$ cat src/rtl/par_serial_tx.sv
// rtl/par_serial_tx.sv - output-channel flit serializer with valid/ready link beats

`ifndef PAYLOAD_SIZE
`define PAYLOAD_SIZE 12
`endif
`ifndef ADDR_SZ
`define ADDR_SZ 8
`endif

module par_serial_tx #(
    parameter int DATA_W = `PAYLOAD_SIZE + `ADDR_SZ,
    parameter int LINK_W = 8
) (
    input  logic              clk,
    input  logic              reset,
    input  logic [DATA_W-1:0] item_in,
    input  logic              ena,
    output logic              busy,
    output logic [LINK_W-1:0] tx_data,
    output logic              tx_valid,
    output logic              tx_last,
    input  logic              tx_ready,
    output logic              flit_sent
);

    // Derived geometry; the shift register is padded up to a whole number of beats.
    localparam int BEATS = (DATA_W + LINK_W - 1) / LINK_W;
    localparam int CNT_W = (BEATS > 1) ? $clog2(BEATS) : 1;
    localparam int SH_W  = BEATS * LINK_W;

    localparam logic [0:0] S_IDLE = 1'b0;
    localparam logic [0:0] S_SEND = 1'b1;

    logic [0:0]      state;
    logic [SH_W-1:0] shift_reg;
    logic [CNT_W-1:0] beat_cnt;
    logic            last_beat;

    assign last_beat = (beat_cnt == CNT_W'(BEATS - 1));

    // Status and beat decode; everything here depends only on registered state.
    always_comb begin
        busy     = (state == S_SEND);
        tx_valid = (state == S_SEND);
        tx_last  = (state == S_SEND) && last_beat;
        tx_data  = (state == S_SEND) ? shift_reg[LINK_W-1:0] : '0;
    end

    // Capture on accept, shift out LSB-first on each transfer, pulse flit_sent after the last beat.
    always_ff @(posedge clk or negedge reset) begin
        if (!reset) begin
            state     <= S_IDLE;
            shift_reg <= '0;
            beat_cnt  <= '0;
            flit_sent <= 1'b0;
        end else begin
            flit_sent <= 1'b0;
            case (state)
                S_IDLE: begin
                    if (ena) begin
                        state     <= S_SEND;
                        shift_reg <= SH_W'(item_in);
                        beat_cnt  <= '0;
                    end
                end
                S_SEND: begin
                    // ena is ignored here: the router gates it with !busy.
                    if (tx_ready) begin
                        if (last_beat) begin
                            state     <= S_IDLE;
                            flit_sent <= 1'b1;
                            shift_reg <= '0;
                            beat_cnt  <= '0;
                        end else begin
                            shift_reg <= shift_reg >> LINK_W;
                            beat_cnt  <= beat_cnt + CNT_W'(1);
                        end
                    end
                end
                default: begin
                    state <= S_IDLE;
                end
            endcase
        end
    end

endmodule

$ cat config.mk
export PLATFORM = sky130hd
export DESIGN_NAME = par_serial_tx
export DESIGN_NICKNAME = d
export VERILOG_FILES = /design/src/rtl/par_serial_tx.sv
export SDC_FILE = /design/constraint.sdc
export NUM_CORES = 1
export LEC_CHECK = 0
export ABC_CLOCK_PERIOD_IN_PS = 2800
export CAP_MARGIN = 10
export CORE_MARGIN = 5
export CORE_UTILIZATION = 30
export CTS_CLUSTER_SIZE = 16
export DETAILED_ROUTE_END_ITERATION = 12
export SETUP_SLACK_MARGIN = 0.5
export SLEW_MARGIN = 20
export SYNTH_ARGS = -nofsm -noshare
export SYNTH_HDL_FRONTEND = slang
export SYNTH_SLANG_ARGS = --single-unit
$ cat constraint.sdc
create_clock -name clk -period 2.8 [get_ports clk]
set_input_delay 0.56 -clock clk [delete_from_list [all_inputs] [get_ports clk]]
set_output_delay 0.56 -clock clk [all_outputs]
set_load 0.01 [all_outputs]
# Word-level counts from Yosys, hierarchy flattened
# Index checks and enable logic that the tools add are counted.
[op_classes]
addsub = 1
n_eq_ne = 3
mux = 16
bitwise_logic = 1
n_reduce_logical = 2
[ops]
columns = ["cell", "count"]
rows = [
  ["24-bit 2-to-1 mux", 2],
  ["24-bit one-hot mux with 2 select lines", 1],
  ["16-bit 2-to-1 mux", 1],
  ["8-bit 2-to-1 mux", 1],
  ["1-bit 2-to-1 mux", 6],
  ["2-bit 2-to-1 mux", 3],
  ["2-bit inequality test (second input constant)", 2],
  ["2-bit one-hot mux with 2 select lines", 1],
  ["2-bit by 1-bit adder with 2-bit output (second input constant)", 1],
  ["2-bit equality test (second input constant)", 1],
  ["1-bit one-hot mux with 2 select lines", 1],
  ["2-bit AND reduction", 1],
  ["1-bit logical AND", 1],
  ["1-bit NOT", 1],
]
[totals]
ff_bits = 28
in_bits = 24
out_inout_bits = 12
wordCells = 27

# Longest topological paths before layout
# Gate-level depths: netlist (run 1).
[depth]
word_depth = 4
depth_mapped = 5
mapped_depth_nobuf = 3

# Worst setup path after synthesis (run 1)
# OpenSTA, ideal clock, no wires.
[synth_timing]
kind = "reg2out"
from = "reg state, in the netlist busy"
to = "out tx_last"
arrival_time_ns = 0.965
path_slack_ns = 1.275
stages_incl_launch_ff = 5
path_buffers = 2
cell_sequence = "dfrtp_1 -> buf_6 -> buf_2 -> inv_1 -> nor2_1"
[synth_via]
elab_chain_cells = 1
[synth_rtl]
columns = ["element", "line", "rtl"]
rows = [
  ["from (decl)", "34", "logic [0:0] state;"],
  ["from (signal assigned)", "52", "state <= S_IDLE;"],
  ["from (signal assigned)", "61", "state <= S_SEND;"],
  ["from (signal assigned)", "70", "state <= S_IDLE;"],
  ["1-bit logical AND", "45", "tx_last = (state == S_SEND) && last_beat;"],
  ["to (decl)", "21", "output logic tx_last,"],
]
# No other way between the ends.

# Worst setup path after layout (run 1)
# Same ends and word-level chain as after synthesis.

==> results.cfg, run 1 <==
[layout]
num_antenna_cells = 0
seq_area_um2 = 600.6
drive_gt1_share_pct = 20.55
fin_cells = 196
largest_register_ffs = 20
fin_nets = 172
syn2layout_area_growth_pct = 33.10
fillerInstances = 416
multi_input_comb_area_um2 = 558.0
design_area_mm2 = 0.001650

[setup_path]
end_kind = output pin
cp_data_arrival_time_ns = 1.61
r2r_start = busy
start_kind = register
r2r_slack_ns = 1.28
required_ns = 2.24
cp-startpoint = busy
rr_worst_depth = 4
crit_type = register to output pin
crit_fanout = 18
r2r-end = shift_reg[4]

[route]
drc = 0
postRouteAntennaNets = 0
routed_wl_um = 2828
via_per_inst = 4.811
drt_iter0_markers = 36
vias = 943
dr.pass1.iters = 4
wire_per_inst_um = 14.43

[place]
placement.io_buffers = 35
gp_congestion = 0.7292
placed_area_mm2 = 0.001600
dp_hpwl_um = 2076
dp_cells = 193

[min_path]
min_from = shift_reg[5]
hold_path_class = register to register
whs_path_depth = 2
hold_end = shift_reg[5]

[synthesis]
synth-edff-count = 0
yosysSeqAreaShare_pct = 48.44
yosys_register_bits = 24
yosys_warnings = 0
synth_most_common_cell = dfrtp_1
yosys.area.top_type = dfrtp_1
syn_avg_cell_area_um2 = 10.78
syn_inst = 115
synth_top_area_share_pct = 48.44
ys_async_sr_fraction_pct = 100.0
ys.flop_type = dfrtp_1
synth_nets = 139
synth_cell_type_count = 22
synth.area.top_cells = dfrtp_1 (48%), a21oi_2 (8.5%), a32oi_1 (8.5%)
syn-cell-area_mm2 = 0.001240
netlist_top_cells_count = dfrtp_1 (24), a21oi_2 (12), a32oi_1 (12)

[power_and_ir_drop]
swShare_pct = 36.29
seq_power_share_pct = 38.0
ir_drop_v = 0.0002716
power_frac_comb_pct = 48.9
p_clk_share_pct = 13.1
leakagePower_nw = 0.6637
internal_power_mw = 0.9604
switchingPower_mw = 0.5470
powerDensity_mw_per_mm2 = 913.4

[sta]
skew_ns = 0.002477
finalCriticalPeriod_ns = 2.167
fin_setup_tns_ns = 0
rsz0062_at_grt = false
max_slew_margin_pct = 75.27
hold_ws_ns = 0.5102
slew_violations = 0
tightest_slew_ns = 0.3606
finalHoldViolCount = 0
finalCritPeriodShare_pct = 77.40
setup_viol = 0
fmax_mhz = 461.4

[cts]
cts_num_sinks = 24
htree_num_levels = 1
clkTransAtPathRegs_ns = 0.08
numCtsBuffers = 3
clkLatencyLatePin_ns = 0.26
cts_setup_buffers = 0
clockRootBuffer = clkbuf_8
clockBufferDepth = 2
cts_tree = done
cts_resized = 0
cts-hold-fix-buffers = 0

[global_routing]
grt_max_degree = 25
grt_pass1_wl_um = 4636
gr-total-overflow = 0
grt_pass1_vias = 992
grt_antenna_before_repair = 0
grt_usage_pct = 11.11

[floorplan]
ioPinCount = 36
dieHeight_um = 74.29
core-area_mm2 = 0.004000
initial_core_util_pct = 31.00
fp.dieW_um = 74.29
core.rowCount = 23
die_area_mm2 = 0.005519

[flow_run]
drv_cap = 0

[status]
outcome = finished, final reports clean
## routing by layer
| metal | vias up | GRT usage [%] | wire length, µm |
|---|---|---|---|
| met5 | - | 0 | 0 |
| met3 | 2 | 2.027 | 136 |
| met4 | 0 | 4.150 | 27 |
| met1 | 451 | 14.25 | 1157 |
| met2 | 19 | 18.70 | 1506 |
| li1 | 471 | - | - |
## power by group through the flow
stage                     clock, mW  sequential, mW  combinational (mW)
after floorplan                   0           0.555               0.484
after global placement            0           0.571               0.734
after detailed placement          0           0.576               0.740
after CTS                     0.203           0.569               0.743
after global routing          0.219           0.592               0.804
final                         0.197           0.573               0.737
## critical path, cell delays in order (launching register included)
cell and delay (ns):
dfrtp_1 0.45, buf_6 0.20, inv_1 0.05, nor2_1 0.11, clkdlybuf4s50_1 0.54
## cells by family (layout without fill, tap and decap cells)
kind of cell,Yosys count,in the layout,share of synthesized area [%]
buffers and inverters,12,43,6.962
multiplexers,8,8,6.862
AO/OA/AOI/OAI,34,34,22.20
AND/OR/NAND/NOR,37,37,15.54
flip-flops,24,24,48.44
## layout by cell type, fill, tap and decap left out, drive strengths merged
cell,count
a21oi,12
a22o,2
a32oi,12
and2,8
buf,4
clkbuf,3
clkdlybuf4s50,35
dfrtp,24
inv,1
mux2,1
mux2i,7
nand2,9
nand2b,1
nand3,1
nor2,16
nor2b,2
o21ai,3
o22ai,4
o31ai,1
## stage by stage
stage               setup WS (ns)  utilization (%)  power [mW]
global placement           0.8426            40.01       1.305
finish                     0.6329            41.26       1.507
detailed placement         0.8240            40.01       1.316
CTS                        0.5397            41.04       1.515
floorplan                   1.275                -       1.039
global route               0.5065            41.26       1.615
## worst max-delay path by stage
| stage | depth (start not counted) | end | slack (ns) |
|---|---|---|---|
| floorplan | 4 | tx_last | 1.28 |
| detailed placement | 4 | shift_reg[4] | 0.82 |
| CTS | 3 | tx_last | 0.54 |
| global placement | 4 | shift_reg[4] | 0.84 |
| finish | 4 | tx_last | 0.63 |
| global route | 4 | tx_last | 0.51 |
## cell type report
cell class / instances / area share (%)
clock buffers: 3 / 2.502
inverters: 1 / 0.2274
multi-input cells: 79 / 33.81
flip-flops and latches: 24 / 36.39
well taps: 50 / 3.791
repair buffers: 39 / 23.28
Note: power is estimated with default switching activity, not from simulation.
==> run 2, diff against run 1 <==
ABC_CLOCK_PERIOD_IN_PS = 1700   (was 2800)
clock period = 1.7 ns   (was 2.8 ns; I/O delays follow)
==> results.cfg, run 2 (synthesis results as in run 1) <==
[setup_path]
crit_type = register to output pin
r2r_slack_ns = 0.29
path_cells = buf_6, buf_8, buf_6
required_ns = 1.36
cpLargestDelayFamily = flip-flops
end_kind = output pin
cp_data_arrival_time_ns = 1.09
cpMaxStageDelayCell = dfrtp_2
path_buf_inv = 3
crit_fanout = 7
slowest_delay_ns = 0.43
start_kind = register
cpMostUsedCell = buf_6

[global_routing]
grt_pass1_wl_um = 5395
use_met2_pct = 20.77
grt_use_met1_pct = 16.82
grt_pass1_vias = 1136
gr-total-overflow = 0
grt_usage_pct = 12.76
gr-usage-met3_pct = 2.432
grt_max_degree = 25
top_usage_layer = met2
grt_antenna_before_repair = 0

[layout]
num_antenna_cells = 0
fin_cells = 213
drive_gt1_share_pct = 49.69
final_util_pct = 48.51
design_area_mm2 = 0.001941
layout_common_cells = dfrtp_1 (23), clkdlybuf4s50_1 (21), buf_6 (16)
syn2layout_area_growth_pct = 56.51
largest_register_ffs = 20
mostFrequentLayoutCell = dfrtp_1
fin_nets = 188

[power_and_ir_drop]
internal_power_mw = 1.951
swShare_pct = 36.36
power_frac_comb_pct = 57.7
switchingPower_mw = 1.115
leakagePower_nw = 0.8199
powerDensity_mw_per_mm2 = 1580
ir_drop_v = 0.0005954
p_clk_share_pct = 11.4
seq_power_share_pct = 31.0

[cts]
clkTransAtPathRegs_ns = 0.08
numCtsBuffers = 3
cts_tree = done
cts_num_sinks = 24
clkLatencyLatePin_ns = 0.27
clockBufferDepth = 2
htree_num_levels = 1
clockRootBuffer = clkbuf_8

[sta]
finalHoldViolCount = 0
tightest_slew_ns = 0.3947
skew_ns = 0.002145
setup_viol = 0
max_slew_margin_pct = 73.68
fmax_mhz = 699.8
finalCritPeriodShare_pct = 84.05
finalCriticalPeriod_ns = 1.429
rsz0062_at_grt = true
slew_violations = 0

[floorplan]
dieHeight_um = 74.29
core-area_mm2 = 0.004000
ioPinCount = 36
initial_core_util_pct = 31.00
core.rowCount = 23
die_area_mm2 = 0.005519
fp.dieW_um = 74.29

[min_path]
hold_path_class = primary input to asynchronous set/reset pin

[place]
placement.io_buffers = 35
placed_area_mm2 = 0.001659
gp_congestion = 0.7406
dp_hpwl_um = 2112
dp_cells = 197

[route]
dr.pass1.iters = 4
routed_wl_um = 3249
postRouteAntennaNets = 0
wire_per_inst_um = 15.25
vias = 1043
drt_iter0_markers = 42
drc = 0
via_per_inst = 4.897

[status]
outcome = finished, final reports clean

[flow_run]
drv_cap = 0
## run 2: routing by layer
metal  vias up  part of all wire (%)
met4         0                   1.4
met3         6                   4.5
li1        510                     -
met2        25                    49
met1       502                    45
met5         -                     0
## run 2: area by class of cell
cell class / instances / area [µm²]
Fill cell: 358 / 2059
Multi-Input combinational cell: 80 / 703.2
Sequential cell: 24 / 601.8
Timing Repair Buffer: 54 / 524.3
Tap cell: 50 / 62.56
Clock buffer: 4 / 45.04
Inverter: 1 / 3.754
## run 2: what timing repair did
action                                  in CTS  in global routing
pin swaps                                    2                  1
hold buffers                                 0                  0
cloned                                       1                  1
setup buffers                                9                  1
endpoints found under the setup margin      30                 34
gates resized for setup                     76                 15
## run 2: final timing paths
kind	to	from	depth (start not counted)
worst min-delay path	shift_reg[15]	reset	2
worst min register to register	shift_reg[3]	shift_reg[3]	2
max in group asynchronous	busy	reset	2
worst max-delay path	busy	busy	3
min in group clk	shift_reg[3]	shift_reg[3]	2
worst max register to register	shift_reg[4]	busy	5
## run 2: power by group through the flow
| stage | sequential (mW) | combinational (mW) | clock, mW |
|---|---|---|---|
| 3_5_place_dp | 0.985 | 1.35 | 0 |
| 6_report | 0.949 | 1.77 | 0.349 |
| 4_1_cts | 0.943 | 1.70 | 0.360 |
| 5_1_grt | 0.978 | 1.90 | 0.377 |
| 2_1_floorplan | 0.924 | 0.918 | 0 |
| 3_3_place_gp | 0.971 | 1.33 | 0 |
## run 2: through the flow
step                power (mW)  setup TNS, ns  hold WS, ns  setup WS (ns)
floorplan                1.842              0      0.04441         0.4927
finish                   3.066              0       0.4154         0.2711
detailed placement       2.330      -0.004631       0.5038      -0.004631
CTS                      3.004              0       0.4347         0.2724
global placement         2.302              0       0.4930        0.05265
global route             3.252              0       0.4548         0.2397
==> run 3, diff against run 2 <==
ABC_CLOCK_PERIOD_IN_PS = 1490   (was 1700)
clock period = 1.49 ns   (was 1.7 ns; I/O delays follow)
==> results.cfg, run 3 (synthesis results as in run 1) <==
[layout]
fillerInstances = 327
drive_gt1_share_pct = 62.07
layout_common_cells = dfrtp_1 (23), buf_6 (23), clkdlybuf4s50_1 (21)
largest_register_ffs = 20
num_antenna_cells = 0
design_area_mm2 = 0.002277
syn2layout_area_growth_pct = 83.65
fin_nets = 199

[cts]
clockRootBuffer = clkbuf_8
clkLatencyLatePin_ns = 0.27
cts_num_sinks = 24
cts_tree = done
cts-hold-fix-buffers = 0
clkTransAtPathRegs_ns = 0.09
htree_num_levels = 1
clockBufferDepth = 2
numCtsBuffers = 3

[global_routing]
grt_pass1_vias = 1228
grt_max_degree = 25
gr-total-overflow = 0
grt_usage_pct = 15.01
grt_antenna_before_repair = 0
grt_pass1_wl_um = 6203

[setup_path]
cp_data_arrival_time_ns = 1.20
required_ns = 1.19
cpMostUsedCell = buf_6
path_cells = buf_6, buf_12, and2_4, buf_6
r2r_slack_ns = 0.06
slowest_delay_ns = 0.44
r2r-end = shift_reg[8]
crit_type = register to output pin
rr_worst_depth = 7
start_kind = register
crit_fanout = 6
cpMaxStageDelayCell = dfrtp_2
end_kind = output pin
cpLargestDelayFamily = flip-flops
path_buf_inv = 3
r2r_start = busy

[power_and_ir_drop]
p_total_mw = 4.201
leakagePower_nw = 0.9345
p_clk_share_pct = 11.0
swShare_pct = 37.69
power_frac_comb_pct = 61.1
seq_power_share_pct = 27.9
ir_drop_v = 0.0009258
internal_power_mw = 2.618
switchingPower_mw = 1.584
powerDensity_mw_per_mm2 = 1845

[sta]
fin_setup_tns_ns = -0.05289
finalHoldViolCount = 0
finalCritPeriodShare_pct = 100.7
skew_ns = 0.003113
slew_violations = 0
setup_viol = 7
tightest_slew_ns = 0.3130
rsz0062_at_grt = true
layout_setup_ws_ns = -0.009988
finalCriticalPeriod_ns = 1.500
fmax_mhz = 666.7
max_slew_margin_pct = 79.13

[flow_run]
drv_cap = 0

[route]
wire_per_inst_um = 17.72
drc = 0
postRouteAntennaNets = 0
vias = 1144
drt_iter0_markers = 37
routed_wl_um = 3969
via_per_inst = 5.107
dr.pass1.iters = 4

[floorplan]
die_area_mm2 = 0.005519
fp.dieW_um = 74.29
dieHeight_um = 74.29
core-area_mm2 = 0.004000
ioPinCount = 36
core.rowCount = 23
initial_core_util_pct = 31.00

[place]
placement.io_buffers = 35
dp_hpwl_um = 2077
gp_congestion = 0.7953
placed_area_mm2 = 0.001725

[min_path]
hold_path_class = primary input to asynchronous set/reset pin

[status]
failed_checks = negative setup slack
outcome = finished with violations
[run 3: changes by cell type in the layout (fill, tap and decap cells not counted), moves of 5 or more]
| cell | before | now |
|---|---|---|
| nor2_1 | 6 | 1 |
| nor2_4 | 2 | 14 |
| nor2_2 | 8 | 1 |
| buf_6 | 16 | 23 |
| a32oi_1 | 5 | 0 |
| a32oi_2 | 7 | 12 |
[run 3: area by class of cell]
cell class / instances / area, µm² / area share, %
Multi-Input combinational cell: 83 / 892.1 / 39.18
Timing Repair Buffer: 62 / 661.9 / 29.07
Sequential cell: 24 / 601.8 / 26.43
Tap cell: 50 / 62.56 / 2.747
Clock buffer: 4 / 55.05 / 2.418
Inverter: 1 / 3.754 / 0.1648
[run 3: repair_timing]
action | 4_1_cts | 5_1_grt
pin swaps | 19 | 10
endpoints found under the hold margin | 0 | 0
endpoints found under the setup margin | 36 | 36
gates cloned | 4 | 1
setup buffers | 11 | 2
gates resized for setup | 99 | 28
[run 3: through the flow]
| stage | hold WS (ns) | utilization, % | setup WS, ns | std cells |
|---|---|---|---|---|
| floorplan | 0.002409 | - | 0.3277 | 115 |
| global placement | 0.4916 | 43.13 | -0.01694 | 202 |
| detailed placement | 0.4868 | 43.13 | -0.05619 | 202 |
| CTS | 0.3922 | 53.30 | -0.005175 | 221 |
| global route | 0.4142 | 56.93 | -0.04292 | 224 |
| finish | 0.3790 | 56.93 | -0.009988 | 224 |
[run 3: worst max-delay path by stage]
| stage | from | endpoint | slack, ns | cells after the start |
|---|---|---|---|---|
| finish | busy | tx_data[0] | -0.01 | 4 |
| floorplan | busy | shift_reg[0] | 0.33 | 4 |
| CTS | busy | tx_data[0] | -0.005 | 4 |
| detailed placement | tx_ready | shift_reg[5] | -0.06 | 4 |
| global placement | busy | tx_data[7] | -0.02 | 3 |
| global route | busy | tx_data[4] | -0.04 | 4 |
[run 3: routing by layer]
layer / part of all wire [%] / wire length (µm) / track usage, %
met1: 40 / 1598 / 18.52
met2: 55 / 2181 / 26.77
met3: 3.7 / 148 / 2.297
met4: 1.0 / 41 / 4.941
met5: 0 / 0 / 0
[run 3: power by group through the flow]
stage               registers [mW]  logic (mW)  clock network [mW]
detailed placement            1.08        1.68                   0
finish                        1.17        2.56               0.463
global placement              1.08        1.65                   0
CTS                           1.09        2.35               0.466
floorplan                     1.06        1.12                   0
global route                  1.21        2.71               0.501
